### src/rtl/fifo_apb_adc_mc.sv
// Multi-channel ADC sample FIFO feeding the APB register block.
// Shared circular buffer of tagged samples with first-word-fall-through
// read-out. Per-channel accept mask, watermark with a latched
// interrupt, sticky overflow and a saturating drop counter.
`timescale 1ns/1ps
module fifo_apb_adc_mc #(
    parameter int DATA_WIDTH = 64,
    parameter int DEPTH      = 16,
    parameter int NUM_CH     = 4,
    parameter int DROP_W     = 8,
    localparam int CH_W      = (NUM_CH > 1) ? $clog2(NUM_CH) : 1,
    localparam int AW        = $clog2(DEPTH)
) (
    input  logic                  clk,
    input  logic                  rst,
    input  logic                  adc_wr_en,
    input  logic [CH_W-1:0]       adc_ch,
    input  logic [DATA_WIDTH-1:0] adc_data,
    input  logic [NUM_CH-1:0]     ch_enable,
    input  logic                  apb_rd_en,
    output logic [DATA_WIDTH-1:0] apb_rd_data,
    output logic [CH_W-1:0]       apb_rd_ch,
    input  logic                  fifo_clear,
    input  logic [AW:0]           wm_level,
    input  logic                  irq_clr,
    input  logic                  ovf_clr,
    output logic                  fifo_full,
    output logic                  fifo_empty,
    output logic [AW:0]           fifo_level,
    output logic                  fifo_wm,
    output logic                  fifo_irq,
    output logic                  fifo_ovf,
    output logic [DROP_W-1:0]     drop_cnt
);

    localparam int          NUM_TAGS = 1 << CH_W;
    localparam logic [AW:0] FULL_LVL = DEPTH[AW:0];

    // Storage: channel tag in the upper bits, sample below.
    logic [CH_W+DATA_WIDTH-1:0] mem_q [DEPTH];

    logic [AW-1:0]     wr_ptr_q, wr_ptr_d;
    logic [AW-1:0]     rd_ptr_q, rd_ptr_d;
    logic [AW:0]       count_q, count_d;
    logic              wm_q, wm_d;
    logic              irq_q, irq_d;
    logic              ovf_q, ovf_d;
    logic [DROP_W-1:0] drop_cnt_q, drop_cnt_d;

    // Channel mask widened to every encodable tag; tags beyond NUM_CH
    // read as disabled so an out-of-range channel is silently discarded.
    logic [NUM_TAGS-1:0] ch_en_ext;

    for (genvar gi = 0; gi < NUM_TAGS; gi++) begin : g_ch_mask
        if (gi < NUM_CH) begin : g_real
            assign ch_en_ext[gi] = ch_enable[gi];
        end else begin : g_unused
            assign ch_en_ext[gi] = 1'b0;
        end
    end

    logic wr_valid;
    logic wr_accept;
    logic rd_accept;
    logic wr_drop;
    logic wm_now;
    logic irq_set;

    // Accept decisions use the count at the start of the cycle only, so a
    // simultaneous pop never makes room for a write when the FIFO is full.
    always_comb begin
        wr_valid  = adc_wr_en && ch_en_ext[adc_ch];
        wr_accept = wr_valid && (count_q != FULL_LVL);
        wr_drop   = wr_valid && (count_q == FULL_LVL);
        rd_accept = apb_rd_en && (count_q != '0);
        wm_now    = (wm_level != '0) && (count_q >= wm_level);
        irq_set   = wm_now && !wm_q;
    end

    // Pointer and occupancy update; a clear overrides any write or pop.
    always_comb begin
        wr_ptr_d = wr_ptr_q;
        rd_ptr_d = rd_ptr_q;
        count_d  = count_q;
        if (fifo_clear) begin
            wr_ptr_d = '0;
            rd_ptr_d = '0;
            count_d  = '0;
        end else begin
            if (wr_accept) begin
                wr_ptr_d = wr_ptr_q + AW'(1);
            end
            if (rd_accept) begin
                rd_ptr_d = rd_ptr_q + AW'(1);
            end
            if (wr_accept && !rd_accept) begin
                count_d = count_q + (AW+1)'(1);
            end else if (rd_accept && !wr_accept) begin
                count_d = count_q - (AW+1)'(1);
            end
        end
    end

    // Status flags: set beats clear for both the interrupt and overflow,
    // and a drop coinciding with ovf_clr restarts the counter at one.
    always_comb begin
        wm_d       = wm_now;
        irq_d      = irq_q;
        ovf_d      = ovf_q;
        drop_cnt_d = drop_cnt_q;
        if (irq_set) begin
            irq_d = 1'b1;
        end else if (irq_clr) begin
            irq_d = 1'b0;
        end
        if (wr_drop) begin
            ovf_d = 1'b1;
            if (ovf_clr) begin
                drop_cnt_d = DROP_W'(1);
            end else if (drop_cnt_q != '1) begin
                drop_cnt_d = drop_cnt_q + DROP_W'(1);
            end
        end else if (ovf_clr) begin
            ovf_d      = 1'b0;
            drop_cnt_d = '0;
        end
    end

    // Control and status registers with synchronous reset.
    always_ff @(posedge clk) begin
        if (rst) begin
            wr_ptr_q   <= '0;
            rd_ptr_q   <= '0;
            count_q    <= '0;
            wm_q       <= 1'b0;
            irq_q      <= 1'b0;
            ovf_q      <= 1'b0;
            drop_cnt_q <= '0;
        end else begin
            wr_ptr_q   <= wr_ptr_d;
            rd_ptr_q   <= rd_ptr_d;
            count_q    <= count_d;
            wm_q       <= wm_d;
            irq_q      <= irq_d;
            ovf_q      <= ovf_d;
            drop_cnt_q <= drop_cnt_d;
        end
    end

    // Sample storage; contents are not reset, and writes are suppressed
    // during reset and clear so a flushed FIFO holds no new data.
    always_ff @(posedge clk) begin
        if (wr_accept && !fifo_clear && !rst) begin
            mem_q[wr_ptr_q] <= {adc_ch, adc_data};
        end
    end

    // Head of queue is shown combinationally for fall-through reads.
    assign {apb_rd_ch, apb_rd_data} = mem_q[rd_ptr_q];

    assign fifo_full  = (count_q == FULL_LVL);
    assign fifo_empty = (count_q == '0);
    assign fifo_level = count_q;
    assign fifo_wm    = wm_now;
    assign fifo_irq   = irq_q;
    assign fifo_ovf   = ovf_q;
    assign drop_cnt   = drop_cnt_q;

endmodule

### config.mk
export PLATFORM = sky130hd
export DESIGN_NAME = fifo_apb_adc_mc
export DESIGN_NICKNAME = d
export VERILOG_FILES = /design/src/rtl/fifo_apb_adc_mc.sv
export SDC_FILE = /design/constraint.sdc
export NUM_CORES = 1
export LEC_CHECK = 0
export CAP_MARGIN = 20
export CELL_PAD_IN_SITES_DETAIL_PLACEMENT = 1
export CELL_PAD_IN_SITES_GLOBAL_PLACEMENT = 2
export CORE_MARGIN = 2
export CORE_UTILIZATION = 52
export DETAILED_ROUTE_END_ITERATION = 10
export DONT_BUFFER_PORTS = 1
export PLACE_DENSITY = 0.86
export REMOVE_ABC_BUFFERS = 1
export SLEW_MARGIN = 30
export SYNTH_ARGS = -nofsm -noshare
export SYNTH_HDL_FRONTEND = slang
export SYNTH_SLANG_ARGS = --single-unit
### constraint.sdc
create_clock -name clk -period 6.4 [get_ports clk]
set_clock_uncertainty 0.2 [all_clocks]
set_input_delay 1.6 -clock clk [delete_from_list [all_inputs] [get_ports clk]]
set_output_delay 1.6 -clock clk [all_outputs]
set_load 0.02 [all_outputs]
==> qor.csv <==
metric,value,unit
ctsRootBufferMaster,clkbuf_16,
synth.distinct_cells,43,
crit_chain,buf_12 > mux4_1 > mux4_2,
synth_top_area_frac,0.7675,
grt_antenna_before_repair,0,
power_leakage,13.87,nW
pin_count,166,
tightest_slew,1.001,ns
peakVddDrop,0.2007,mV
synthMuxAreaShare,0.1839,
n_fill_cell,6382,
critPathLaunchType,flip-flop,
drc_errors,0,
path_max_fanout,71,
grt_pass1_wl,136.9,mm
drv_slew,0,
crit_required,4.60,ns
clkLatencyLatePin,0.67,ns
final_core_utilization,0.5879,
n_antenna_cell,0,
antenna_left,0,
arrival,3.33,ns
run_status,"finished, final reports clean",
synth_compound_area_frac,0.005088,
nets,1831,
relSlewSlack,0.3311,
cts_buffers,106,
cellPowerDensity,317.0,nW/um^2
vias,18060,
synthSimpleGateAreaFrac,0.009963,
maxCapViolCount,0,
finalCritPeriodShare,0.8013,
worst_path_largest_cell_delay,0.78,ns
grt_pass1_vias,19670,
synth_top_area_cell,edfxtp_1,
globalRouteOverflowTotal,0,
async_flop_share,0,
start_util,0.5239,
synth_area,41320,um^2
yosysMostFrequentCell,edfxtp_1,
dominantRegCellSynth,edfxtp_1,
final.setup.worst_slack,1.272,ns
timing.hold.ws,0.2225,ns
yosysWarnings,0,
syn_inst,1657,
synth_area_leaders,"edfxtp_1 (77%), mux4_2 (16%), mux4_1 (2.3%), dfxtp_1 (1.4%), ha_1 (0.48%)",
core,78870,um^2
place_congestion,0.7804,
synth_top_family_by_area,multiplexers,
final-hold-violation-count,0,
final-instance-count-excl-fill,2869,
htreeDepth,3,
yosys-top-cells-count,"edfxtp_1 (1056), mux4_2 (294), clkbuf_1 (42), nor2_1 (42), mux4_1 (36)",
synthAdderAreaFrac,0.005330,
ys_seq_area_frac,0.7811,
rows,103,
die_x,285.9,um
avgSynthCellArea,24.93,um^2
holdCritPathClass,reg -> reg,
layout-drive-gt1-share,0.2853,
crit_type,reg -> out,
post-cts-setup-buffers,0,
die_h,285.9,um
synth-xor-area-share,0.002544,
place_ws,1.833,ns
cts_tree,yes,
path_delay_family,multiplexers,
worst-path-buf-inv,1,
fin_crit,5.128,ns
end_kind,output port,
io_buffers,0,
wl,92.78,mm
p_total,14.70,mW
post_cts_resized,0,
fin_setup_tns,0,ns
syn_to_final_growth,12.22,%
cp_slowest_cell,dfxtp_4,
wl_per_cell,32.34,um
cts.sinks,1084,
finalInstanceArea,46370,um^2
vias_per_cell,6.296,
dp_cells,2671,
grt_max_degree,72,
clockBufferDepth,3,
first_pass_iters,6,
place_area,42820,um^2
synth-edff-count,1056,
grt_usage,0.2337,
hpwl,48.27,mm
ys_seq_elements,1084,
clk_pin_slew,0.06,ns
cts_hold_buf,0,
die_area,81730,um^2
drt_iter0_markers,1778,
rsz0062_at_grt,no,
setup_viol,0,
clock.fmax,0.1950,GHz
report_power, final:
part	internal (mW)	switching (mW)	total (mW)
clock	3.61	2.61	6.22
combinational	0.313	0.318	0.631
sequential	7.81	0.0404	7.85
total	11.7	2.96	14.7
state kept, by name (all words and copies together) (netlist names), named ones only:
signal	flops
mem_q	1056
rd_ptr_q	4
fifo_ovf	1
drop_cnt	8
fifo_level	5
fifo_irq	1
wr_ptr_q	4
wm_q	1
worst register-to-register path, cell delays in order (launching register included):
cell,delay [ns]
dfxtp_1,0.45
or4_1,0.59
o21a_1,0.28
inv_1,0.12
ha_1,0.22
inv_1,0.12
ha_1,0.30
nor2b_1,0.14
o21a_1,0.17
or4_1,0.43
a211oi_1,0.26
a31o_2,0.13
per-layer routing:
layer / up-vias / wire length (um) / global-route usage
met5: - / 0 / 0
met4: 0 / 2068 / 0.06728
met3: 137 / 8246 / 0.06276
met2: 834 / 47560 / 0.3870
met1: 9734 / 34910 / 0.3085
li1: 7357 / - / -
path summary, 6_finish.rpt:
path,start,endpoint,slack (ns),cells after the start
max,flip-flop,apb_rd_data[37],1.27,3
min,wm_q,fifo_irq,0.22,1
max reg2reg,fifo_level[1],fifo_level[4],2.96,11
min reg2reg,wm_q,fifo_irq,0.22,1
placed cells by master, fill, tap and decap left out, drive strengths merged, types with 2 or more instances in the layout:
master,n
clkinvlp,5
a31o,3
a21oi,13
edfxtp,1056
nand2b,3
clkbuf,128
nand3,6
bufinv,13
ha,16
or4,3
inv,15
or2,3
nor4,5
and2,2
clkinv,46
or3,2
dfxtp,28
nand2,16
a211oi,3
mux2i,3
o21ai,5
xor2,6
nand4,3
nor2,42
o21a,3
mux4,330
buf,45
xnor2,6
kinds of logic (layout without fill, tap and decap cells):
group / after synthesis / in the layout
DFF: 1084 / 1084
xor gates and xnor gates: 12 / 12
AOI/OAI and AO/OA: 33 / 33
buffers and inverters: 90 / 252
adders and majority gates: 17 / 17
and+or+nand+nor: 88 / 88
muxes: 333 / 333
layout make-up:
cell class                 count  area, um^2  share of cell area
clock buffer                 128        2778             0.05991
inverter                      12       45.04           0.0009715
multi-input combinational    483        8665              0.1869
timing repair buffer          45       590.6             0.01274
tap                         1050        1314             0.02833
clock inverter                67       688.2             0.01484
sequential                  1084       32290              0.6963
(Power assumes the default switching activity.)
